## config.mk

```make
export PLATFORM = sky130hd
export DESIGN_NAME = cpu_ctrl
export DESIGN_NICKNAME = d
export VERILOG_FILES = /design/src/rtl/cpu_ctrl.sv
export SDC_FILE = /design/constraint.sdc
export NUM_CORES = 1
export LEC_CHECK = 0
export CAP_MARGIN = 20
export CORE_MARGIN = 8
export CORE_UTILIZATION = 43
export CTS_BUF_LIST = sky130_fd_sc_hd__clkbuf_2
export DETAILED_ROUTE_END_ITERATION = 7
export HOLD_SLACK_MARGIN = 0.15
export PLACE_DENSITY = 0.78
export SYNTH_ARGS = -nofsm -noshare
export SYNTH_HDL_FRONTEND = slang
export SYNTH_SLANG_ARGS = --single-unit
```

## constraint.sdc

```tcl
create_clock -name clk -period 4.6 [get_ports clk]
set_clock_uncertainty 0.1 [all_clocks]
set_input_delay 1.15 -clock clk [delete_from_list [all_inputs] [get_ports clk]]
set_output_delay 1.15 -clock clk [all_outputs]
set_load 0.005 [all_outputs]
```

## src/rtl/cpu_ctrl.sv

```systemverilog
// cpu_ctrl: multi-cycle fetch/decode/execute sequencer for the 16-bit CPU; drives reg_alu and owns the PC.
// Optional feature macro: CPU_CTRL_ILLEGAL_TRAP_EN (illegal opcode halts the core instead of acting as a NOP).

`ifndef ALUOp_AND
`define ALUOp_AND 5'h01
`endif
`ifndef ALUOp_OR
`define ALUOp_OR  5'h02
`endif
`ifndef ALUOp_XOR
`define ALUOp_XOR 5'h03
`endif
`ifndef ALUOp_ADD
`define ALUOp_ADD 5'h05
`endif
`ifndef ALUOp_SUB
`define ALUOp_SUB 5'h09
`endif
`ifndef ALUOp_CMP
`define ALUOp_CMP 5'h0B
`endif
`ifndef ALUOp_MOV
`define ALUOp_MOV 5'h0D
`endif
`ifndef ALUOp_LUI
`define ALUOp_LUI 5'h0F
`endif
`ifndef ALUOp_SLL
`define ALUOp_SLL 5'h10
`endif
`ifndef ALUOp_SRL
`define ALUOp_SRL 5'h11
`endif
`ifndef ALUOp_SRA
`define ALUOp_SRA 5'h12
`endif

module cpu_ctrl #(
    parameter logic [15:0] PC_RESET = 16'h0000
) (
    input  logic        clk,
    input  logic        rst,
    output logic        mem_req,
    output logic        mem_we,
    output logic [15:0] mem_addr,
    output logic [15:0] mem_wdata,
    input  logic        mem_ack,
    input  logic [15:0] mem_rdata,
    input  logic [15:0] dSrc,
    input  logic [15:0] dDst,
    input  logic [4:0]  psrOut,
    output logic        write,
    output logic        IMM_MUX,
    output logic        SRAM_OUT,
    output logic        RA_BUF,
    output logic [3:0]  rSrc,
    output logic [3:0]  rDst,
    output logic [4:0]  aluOp,
    output logic [15:0] pc,
    output logic [15:0] imm,
    output logic        illegal
);

    typedef enum logic [1:0] {S_FETCH, S_EXEC, S_MEM, S_HALT} state_e;

    typedef enum logic [3:0] {
        I_RALU, I_IALU, I_SHIFT, I_LOAD, I_STOR, I_JAL, I_JCOND, I_BCOND, I_ILL
    } kind_e;

    state_e      state_q, state_d;
    logic [15:0] pc_q, pc_d;
    logic [15:0] ir_q, ir_d;

    logic [3:0]  ir_op, ir_rd, ir_ext, ir_rs;
    logic [15:0] pc_inc, br_target;
    logic        cond_true;

    kind_e       dec_kind;
    logic [4:0]  dec_alu;
    logic [15:0] dec_imm;
    logic        dec_imm_mux;
    logic        dec_write;

    // F and L flags are produced by reg_alu but no condition code consumes them.
    logic        unused_flags;
    assign unused_flags = ^psrOut[2:1];

    assign ir_op     = ir_q[15:12];
    assign ir_rd     = ir_q[11:8];
    assign ir_ext    = ir_q[7:4];
    assign ir_rs     = ir_q[3:0];
    assign pc_inc    = pc_q + 16'd1;
    assign br_target = pc_q + {{8{ir_q[7]}}, ir_q[7:0]};

    function automatic logic [4:0] alu_code(input logic [3:0] sel);
        case (sel)
            4'h1:    alu_code = `ALUOp_AND;
            4'h2:    alu_code = `ALUOp_OR;
            4'h3:    alu_code = `ALUOp_XOR;
            4'h5:    alu_code = `ALUOp_ADD;
            4'h9:    alu_code = `ALUOp_SUB;
            4'hB:    alu_code = `ALUOp_CMP;
            4'hD:    alu_code = `ALUOp_MOV;
            4'hF:    alu_code = `ALUOp_LUI;
            default: alu_code = 5'h00;
        endcase
    endfunction

    // Condition field shared by Jcond and Bcond; psrOut = {N,Z,F,L,C}.
    always_comb begin
        case (ir_rd)
            4'h0:    cond_true = psrOut[3];
            4'h1:    cond_true = ~psrOut[3];
            4'h2:    cond_true = psrOut[0];
            4'h3:    cond_true = ~psrOut[0];
            4'h6:    cond_true = psrOut[4];
            4'h7:    cond_true = ~psrOut[4];
            4'hE:    cond_true = 1'b1;
            default: cond_true = 1'b0;
        endcase
    end

    always_comb begin
        // NOTE: every combinational output gets a default first so no path can infer a latch.
        dec_kind    = I_ILL;
        dec_alu     = 5'h00;
        dec_imm     = 16'h0000;
        dec_imm_mux = 1'b0;
        dec_write   = 1'b0;
        case (ir_op)
            4'h0: begin
                if (ir_ext inside {4'h1, 4'h2, 4'h3, 4'h5, 4'h9, 4'hB, 4'hD}) begin
                    dec_kind  = I_RALU;
                    dec_alu   = alu_code(ir_ext);
                    dec_write = (ir_ext != 4'hB);
                end
            end
            4'h1, 4'h2, 4'h3, 4'h5, 4'h9, 4'hB, 4'hD, 4'hF: begin
                dec_kind    = I_IALU;
                dec_alu     = alu_code(ir_op);
                dec_imm_mux = 1'b1;
                dec_write   = (ir_op != 4'hB);
                dec_imm     = (ir_op inside {4'h5, 4'h9, 4'hB}) ? {{8{ir_q[7]}}, ir_q[7:0]}
                                                                : {8'h00, ir_q[7:0]};
            end
            4'h8: begin
                if (ir_ext <= 4'h2) begin
                    dec_kind    = I_SHIFT;
                    dec_imm_mux = 1'b1;
                    dec_write   = 1'b1;
                    dec_imm     = {12'h000, ir_rs};
                    case (ir_ext)
                        4'h0:    dec_alu = `ALUOp_SLL;
                        4'h1:    dec_alu = `ALUOp_SRL;
                        default: dec_alu = `ALUOp_SRA;
                    endcase
                end
            end
            4'h4: begin
                case (ir_ext)
                    4'h0:    dec_kind = I_LOAD;
                    4'h4:    dec_kind = I_STOR;
                    4'h8:    dec_kind = I_JAL;
                    4'hC:    dec_kind = I_JCOND;
                    default: dec_kind = I_ILL;
                endcase
            end
            4'hC:    dec_kind = I_BCOND;
            default: dec_kind = I_ILL;
        endcase
    end

    always_comb begin
        state_d   = state_q;
        pc_d      = pc_q;
        ir_d      = ir_q;
        mem_req   = 1'b0;
        mem_we    = 1'b0;
        mem_addr  = 16'h0000;
        mem_wdata = 16'h0000;
        write     = 1'b0;
        IMM_MUX   = 1'b0;
        SRAM_OUT  = 1'b0;
        RA_BUF    = 1'b0;
        rSrc      = 4'h0;
        rDst      = 4'h0;
        aluOp     = 5'h00;
        pc        = 16'h0000;
        imm       = 16'h0000;

        case (state_q)
            S_FETCH: begin
                mem_req  = 1'b1;
                mem_addr = pc_q;
                if (mem_ack) begin
                    ir_d    = mem_rdata;
                    state_d = S_EXEC;
                end
            end
            S_EXEC: begin
                rSrc    = ir_rs;
                rDst    = ir_rd;
                state_d = S_FETCH;
                case (dec_kind)
                    I_RALU, I_IALU, I_SHIFT: begin
                        aluOp   = dec_alu;
                        IMM_MUX = dec_imm_mux;
                        imm     = dec_imm;
                        write   = dec_write;
                        pc_d    = pc_inc;
                    end
                    I_LOAD, I_STOR: state_d = S_MEM;
                    I_JAL: begin
                        write  = 1'b1;
                        RA_BUF = 1'b1;
                        pc     = pc_inc;
                        pc_d   = dSrc;
                    end
                    I_JCOND: pc_d = cond_true ? dSrc : pc_inc;
                    I_BCOND: pc_d = cond_true ? br_target : pc_inc;
                    default: begin
`ifdef CPU_CTRL_ILLEGAL_TRAP_EN
                        state_d = S_HALT;
`else
                        pc_d    = pc_inc;
`endif
                    end
                endcase
            end
            S_MEM: begin
                rSrc      = ir_rs;
                rDst      = ir_rd;
                mem_req   = 1'b1;
                mem_addr  = dSrc;
                mem_we    = (dec_kind == I_STOR);
                mem_wdata = dDst;
                if (mem_ack) begin
                    write    = (dec_kind == I_LOAD);
                    SRAM_OUT = (dec_kind == I_LOAD);
                    pc_d     = pc_inc;
                    state_d  = S_FETCH;
                end
            end
            default: state_d = S_HALT;
        endcase

        // The state register already sits in FETCH during reset; keep the bus quiet until rst drops.
        if (rst) begin
            mem_req  = 1'b0;
            mem_addr = 16'h0000;
        end
    end

    always_ff @(posedge clk or posedge rst) begin
        if (rst) begin
            state_q <= S_FETCH;
            pc_q    <= PC_RESET;
            ir_q    <= 16'h0000;
        end else begin
            // NOTE: sequential state uses non-blocking assignments so all registers update together.
            state_q <= state_d;
            pc_q    <= pc_d;
            ir_q    <= ir_d;
        end
    end

`ifdef CPU_CTRL_ILLEGAL_TRAP_EN
    assign illegal = (state_q == S_HALT);
`else
    assign illegal = 1'b0;
`endif

endmodule

```

# Word level (Yosys, flattened, before mapping)

Memory sizes are Yosys's and may differ from the RTL's.
Cells that the tools add are included.

Flip-flop bits (word level): 34
Memory bits (read-only): 128
Input port bits: 56
Memories: 2

Add/subtract/negate cells: 2
Order comparisons: 1
Equality and inequality tests: 41
Multiplexer cells: 47
Bitwise gates (word level): 3
Reductions and logical operators: 16

Memories:

| memory           | words | width | read ports | clocked after memory_dff | wr ports | line | RTL |
|---|---|---|---|---|---|---|---|
| (name not given) | 16    | 4     | 1          | 0                        | 0        | 96   | `case (sel)` |
| (name not given) | 16    | 4     | 1          | 0                        | 0        | 96   |  |

Operators with widths:

| cell                                                 | count |
|---|---|
| two-way mux 16 bit                                   | 10 |
| case mux 16 bit (2 select lines)                     | 3 |
| case mux 16 bit (4 select lines)                     | 1 |
| equality test 4 bit (second input constant)          | 12 |
| equality test 4 x 3 -> 1 bit (second input constant) | 10 |
| equality test 4 x 2 -> 1 bit (second input constant) | 8 |
| two-way mux 4 bit                                    | 5 |
| two-way mux 5 bit                                    | 4 |
| case mux 4 bit (5 select lines)                      | 1 |
| adder 16 x 1 -> 16 bit (second input constant)       | 1 |
| adder 16 bit                                         | 1 |
| equality test 4 x 1 -> 1 bit (second input constant) | 4 |
| zero test 4 bit                                      | 4 |
| case mux 4 bit (4 select lines)                      | 1 |
| case mux 5 bit (3 select lines)                      | 1 |
| two-way mux 1 bit                                    | 11 |
| inequality test 4 bit (second input constant)        | 2 |
| OR reduction 8 bit                                   | 1 |
| case mux 1 bit (7 select lines)                      | 1 |
| nonzero test 7 bit                                   | 1 |
| two-way mux 2 bit                                    | 3 |
| inequality test 2 bit (second input constant)        | 3 |
| case mux 1 bit (2 select lines)                      | 3 |
| case mux 2 bit (3 select lines)                      | 1 |
| 13 further kinds                                     | 18 |

# Depth between registers and ports, before layout

Gate-level depths: netlist (run 1).

Word-level depth: 8
Depth in mapped cells: 10
Depth with buffers taken out: 9

# Worst setup path after synthesis (run 1)

No wires, ideal clock.

Path type: flip-flop to output port
Start point: register ir_q[5]
End point: output imm[10]
Arrival: 2.048 ns
Slack: 1.302 ns
Cell stages (with the launch flop): 9
Path through: dfrtp_1 buf_2 a2111o_1 a21oi_1 nor2_1 a21oi_2 o2111ai_2 nor2_1 buf_4

Longest elaborated chain between the ends: 8

RTL lines:

| item                                                       | line | RTL |
|---|---|---|
| start, declared                                            | 72   | `logic [15:0] ir_q, ir_d;` |
| start signal, assigned                                     | 263  | `ir_q <= ir_d;` |
| equality test 4 x 1 -> 1 bit, or another cell as far along | 132  | `if (ir_ext inside {4'h1, 4'h2, 4'h3, 4'h5, 4'h9, 4'hB, 4'hD}) begin` |
| nonzero test 7 bit                                         | 132  |  |
| two-way mux 4 bit                                          | 132  |  |
| case mux 4 bit (5 select lines) (*)                        | 130  | `case (ir_op)` |
| equality test 4 x 1 -> 1 bit, or another cell as far along | 204  | `case (dec_kind)` |
| OR reduction 3 bit (*)                                     | 204  |  |
| two-way mux 16 bit (*)                                     | 204  |  |
| two-way mux 16 bit (*)                                     | 191  | `case (state_q)` |
| end, declared                                              | 60   | `output logic [15:0] imm,` |

Every way passes the cells marked *; elsewhere a longest branch is shown, timed or not.

# Final worst setup path (run 1)

Start point: register ir_q[4]
End point: output imm[9]

Same word-level chain as after synthesis.

==> flow_summary.toml, run 1 <==
[sta]
setup_viol = 0
final.period_utilization_pct = 94.9
fin_setup_tns_ns = 0
holdWs_ns = 0.511
hold_viol = 0
rsz0062_at_grt = "no"
maxSlewViolCount = 0
slew_headroom_pct = 36.3
worst_pin_slew_ns = 0.956
fmax_mhz = 229
fin_crit_ns = 4.36

[finish]
syn2layout_area_growth_pct = 38.0
finalNetCount = 688
diodes = 0
final_cells = 720
n_fill_cell = 772
fin_util_pct = 60.6
drive_above_1_share_pct = 8.50

[cts]
cts_resized = 0
cts_hold_buf = 0
clock_latency_ns = 0.42
clockBufferDepth = 2
cts_tree = "yes"
htree_num_levels = 2
post-cts-setup-buffers = 0
clkTransAtPathRegs_ns = 0.24
cts-root-buf = "clkbuf_2"
cts_made_buffers = 5
clock_sinks = 34

[power_and_ir_drop]
peakVddDrop_v = 0.000375
power.leakage_uw = 0.00202
finalPower_uw = 3400
pwr-share-seq_pct = 20.2
p_sw_uw = 1720
internal_power_uw = 1680
p_per_area_nw_per_um2 = 649
swShare_pct = 50.6
clock_power_share_pct = 5.0
combPwrFrac_pct = 74.8

[synthesis]
yosys_register_bits = 34
synth_cell_types = 67
synth_most_common_cell = "nor2_1"
ys_top_cells_by_area = "dfrtp_1, ha_1, nor2_1"
syn_area_per_cell_um2 = 7.68
yosysWarnings = 0
syn_nets = 570
ys_top_cells_by_count = "nor2_1, dfrtp_1, and2_1, a21oi_1, a22oi_1"
yosysTopAreaCellShare_pct = 22.5
async_reset_ff_share_pct = 100
seq_area_frac_synth_pct = 22.5
syn_inst = 493
synth_edf_count = 0
syn_area_um2 = 3790
synth_flop_cell = "dfrtp_1"
synth_top_area_cell = "dfrtp_1"

[setup_path]
worstPathArrival_ns = 3.11
worstSetupStartpointType = "flop"
endpoint = "imm[9]"
cp_max_fo = 10
cp.required_ns = 3.35
timing.rr.start = "pc_q[0]"
reg2reg_to = "pc_q[12]"
rr_worst_depth = 8
end_kind = "output pin"
rrSetupSlack_ns = 1.60
crit_start = "ir_q[4]"
crit_type = "reg -> out"

[worst_hold_path]
hold_class = "reg -> reg"

[die]
start_util_pct = 43.9
die-area_um2 = 12100
core-area_um2 = 8640
chipHeight_um = 110
fp.dieW_um = 110
io_pins = 140
fp-row-count = 34

[run_status]
status = "complete, no violations"

[global_routing]
grt_antenna_before_repair = 0
grt_overflow_total = 0
track_usage_pct = 21.7
grt_max_degree = 25
grt_pass1_vias = 4273
grt_pass1_wl_um = 21200

[routing]
avgRoutedWirePerCell_um = 18.4
drt-pass1-iter-count = 6
vias_per_cell = 5.86
via_count = 4218
drtAntennaViolNets = 0
first_iter_violations = 308
route.detailed.drc = 0
totalWireLength_um = 13200

[placed_design]
gp_congestion = 0.917
dp.cells = 712
place_hpwl_um = 10100
portBuffers = 136

[job]
cap_viol_max_count = 0
## layout make-up
class	instances	area [µm²]	area share, %
Timing Repair Buffer	150	1470	28.0
Sequential cell	34	851	16.3
Clock buffer	5	25.0	0.478
Multi-Input combinational cell	408	2690	51.4
Inverter	12	45.0	0.861
Clock inverter	3	21.3	0.407
Tap cell	108	135	2.58
## critical path: stages (launching register included)
cell	delay, ns
dfrtp_1	0.43
buf_4	0.18
a2111o_1	0.36
a21oi_1	0.22
nor2_1	0.08
a21oi_2	0.12
o2111ai_2	0.25
nor2_1	0.44
clkdlybuf4s50_1	0.60
## through the flow
step,cell area (µm²),setup slack [ns]
2_1_floorplan,3790,1.30
4_1_cts,5230,0.212
6_report,5230,0.237
3_5_place_dp,5180,0.583
3_3_place_gp,5180,0.618
5_1_grt,5230,0.00120
## power by group through the flow
stage | Sequential, µW | Combinational (µW) | Clock, µW
3_3_place_gp | 678 | 2470 | 0
5_1_grt | 711 | 2820 | 184
4_1_cts | 681 | 2530 | 171
3_5_place_dp | 688 | 2510 | 0
2_1_floorplan | 605 | 1750 | 0
6_report | 685 | 2540 | 170
## metal layers
| metal | vias up | global-route usage [%] | routed length (µm) |
|---|---|---|---|
| met1 | 1986 | 26.4 | 5370 |
| met3 | 30 | 6.98 | 1360 |
| met4 | 0 | 7.52 | 320 |
| li1 | 2007 | - | - |
| met5 | - | 0 | 0 |
| met2 | 195 | 35.3 | 6180 |
## how the worst min path moves through the flow
| stage | startpoint | end | depth (start not counted) |
|---|---|---|---|
| finish | ir_q[0] | ir_q[0] | 1 |
| global route | ir_q[0] | ir_q[0] | 1 |
| CTS | ir_q[9] | ir_q[9] | 1 |
| detailed placement | ir_q[9] | ir_q[9] | 1 |
| global placement | ir_q[2] | ir_q[2] | 1 |
| floorplan | ir_q[0] | ir_q[0] | 1 |
## layout by cell type (no fill, tap or decap), types with 2 or more instances in the layout
cell type        count
a211oi_1             3
a21o_1               6
a21oi_1             31
a21oi_2              3
a22oi_1             31
a31oi_1              4
a32oi_1              2
and2_1              33
and3_1               9
and3b_1              2
buf_4               14
clkbuf_2             5
clkdlybuf4s50_1    136
dfrtp_1             34
ha_1                20
inv_1               12
mux2_2              17
nand2_1             26
nand2b_1             5
nand3_1             11
nand4_1              5
nand4b_1             2
nor2_1              66
nor2b_1              9
nor3_1              12
nor4_1               2
nor4b_1              4
o211ai_1             5
o21ai_0             26
o21ai_1             13
o22ai_1              2
or2_2                2
xnor2_1             20
xor2_1               7
## sequential cells by signal, indices dropped and copies added, names as in the netlist
name     flops
state_q      2
ir_q        16
pc_q        16
## cells by family (layout without fill, tap and decap cells)
family / after synthesis / count (layout) / synth area share (%)
simple gates: 199 / 199 / 27.2
compound gates: 142 / 142 / 24.9
buf+inv: 51 / 170 / 6.64
flops: 34 / 34 / 22.5
xor+xnor: 27 / 27 / 6.24
fa+ha+maj: 21 / 21 / 7.13
mux: 18 / 18 / 5.32
other cells: 1 / 1 / 0.0990
Power figures use the tool's default switching activity.
==> run 2: changes to the inputs <==
==> config.mk (replaced) <==
export PLATFORM = sky130hd
export DESIGN_NAME = cpu_ctrl
export DESIGN_NICKNAME = d
export VERILOG_FILES = /design/src/rtl/cpu_ctrl.sv
export SDC_FILE = /design/constraint.sdc
export NUM_CORES = 1
export LEC_CHECK = 0
export CORE_MARGIN = 8
export CORE_UTILIZATION = 50
export CTS_BUF_LIST = sky130_fd_sc_hd__clkbuf_2
export DETAILED_ROUTE_END_ITERATION = 7
export PLACE_DENSITY = 0.89
export SYNTH_ARGS = -nofsm -noshare
export SYNTH_HDL_FRONTEND = slang
export SYNTH_SLANG_ARGS = --single-unit
==> flow_summary.toml, run 2 (synthesized netlist as in run 1, its figures left out) <==
[setup_path]
worstSetupStartpointType = "flop"
worstPathArrival_ns = 3.19
cp_max_fo = 12
rrSetupSlack_ns = 1.62
crit_type = "reg -> out"
cp.required_ns = 3.35
end_kind = "output pin"

[power_and_ir_drop]
clock_power_share_pct = 7.8
p_per_area_nw_per_um2 = 670
power.leakage_uw = 0.00201
combPwrFrac_pct = 70.4
internal_power_uw = 1760
pwr-share-seq_pct = 21.8
swShare_pct = 49.7
p_sw_uw = 1740
peakVddDrop_v = 0.000371

[die]
fp-row-count = 31
io_pins = 140
core-area_um2 = 7290
die-area_um2 = 10600
fp.dieW_um = 103
start_util_pct = 52.0
chipHeight_um = 103

[global_routing]
track_usage_pct = 24.8
grt_overflow_total = 0
grt_max_degree = 24
grt_antenna_before_repair = 0
grt_pass1_vias = 4291
grt_pass1_wl_um = 20900

[run_status]
status = "complete, no violations"

[worst_hold_path]
hold_class = "reg -> reg"

[placed_design]
place_hpwl_um = 10200
dpl_cell_area_um2 = 5130
portBuffers = 136
gp_congestion = 0.991

[routing]
route.detailed.drc = 0
drtAntennaViolNets = 0
vias_per_cell = 6.09
totalWireLength_um = 13500
first_iter_violations = 308
via_count = 4290
drt-pass1-iter-count = 5
avgRoutedWirePerCell_um = 19.2

[cts]
clock_latency_ns = 0.42
cts_made_buffers = 5
htree_num_levels = 2
clock_sinks = 34
cts_tree = "yes"
cts_hold_buf = 0
clkTransAtPathRegs_ns = 0.20
clockBufferDepth = 2
cts-root-buf = "clkbuf_2"

[finish]
drive_above_1_share_pct = 7.92
diodes = 0
syn2layout_area_growth_pct = 37.9
final_cell_mix = "clkdlybuf4s50_1, nor2_1, and2_1, dfrtp_1"
fin_area_um2 = 5230
finalNetCount = 682
top_regs = "ir_q: 16 flops, pc_q: 16 flops, state_q: 2 flops"
final_common_cell = "clkdlybuf4s50_1"
n_fill_cell = 600

[sta]
final.period_utilization_pct = 96.5
fmax_mhz = 225
slew_headroom_pct = 34.7
rsz0062_at_grt = "no"
fin_crit_ns = 4.44
maxSlewViolCount = 0
hold_viol = 0
setup_viol = 0
worst_pin_slew_ns = 0.979
fin_setup_tns_ns = 0

[job]
cap_viol_max_count = 0
-- run 2: cell count changes in the layout (fill, tap and decap cells not counted), sizes merged --
cell | before | now
buf | 14 | 8
bufinv | 0 | 2
clkinv | 2 | 1
clkinvlp | 1 | 0
-- run 2: what timing repair did --
action	4_1_cts	5_1_grt
setup buffers	0	0
resized for setup	0	2
endpoints found under the setup margin	0	1
-- run 2: critical path: stages, from the launching register on --
cell and delay (ns):
dfrtp_1 0.57, a2111o_1 0.47, a21oi_1 0.20, nor2_1 0.08, a21oi_2 0.15, o2111ai_2 0.27, nor2_1 0.45, clkdlybuf4s50_1 0.61
-- run 2: area by class of cell --
cell class | count | area, µm² | area share [%]
Tap cell | 99 | 124 | 2.37
Clock inverter | 3 | 68.8 | 1.32
Sequential cell | 34 | 852 | 16.3
Inverter | 12 | 45.0 | 0.862
Timing Repair Buffer | 144 | 1420 | 27.2
Multi-Input combinational cell | 408 | 2690 | 51.5
Clock buffer | 5 | 25.0 | 0.479
-- run 2: metal layers --
layer | up-vias | global-route usage [%] | share of wire, %
met4 | 0 | 7.68 | 1.7
li1 | 1990 | - | -
met3 | 28 | 8.31 | 11
met5 | - | 0 | 0
met1 | 2018 | 27.9 | 39
met2 | 254 | 43.3 | 49
-- run 2: path summary, 6_finish.rpt --
| kind | from | endpoint | cells past startpoint |
|---|---|---|---|
| worst max-delay path | ir_q[5] | imm[8] | 7 |
| worst min-delay path | ir_q[3] | ir_q[3] | 1 |
| worst max register to register | state_q[0] | pc_q[13] | 9 |
| worst min register to register | ir_q[3] | ir_q[3] | 1 |
| max in group asynchronous | rst | ir_q[6] | 3 |
| min in group asynchronous | rst | pc_q[1] | 2 |
-- run 2: power groups by stage --
stage	Sequential, µW	Clock [µW]	Combinational [µW]
5_1_grt	789	290	2690
3_5_place_dp	759	0	2430
6_report	763	273	2470
4_1_cts	750	271	2450
2_1_floorplan	605	0	1750
3_3_place_gp	743	0	2340
-- run 2: per-stage QoR --
stage	cells	utilization, %	total power [µW]	hold WS, ns	worst slack (ns)
after floorplan	493	-	2350	0.421	1.30
after global placement	697	70.3	3090	0.455	0.645
after detailed placement	697	70.3	3180	0.476	0.576
after CTS	705	71.6	3470	0.523	0.160
after global routing	705	71.7	3760	0.554	0.0105
final	705	71.7	3500	0.522	0.161
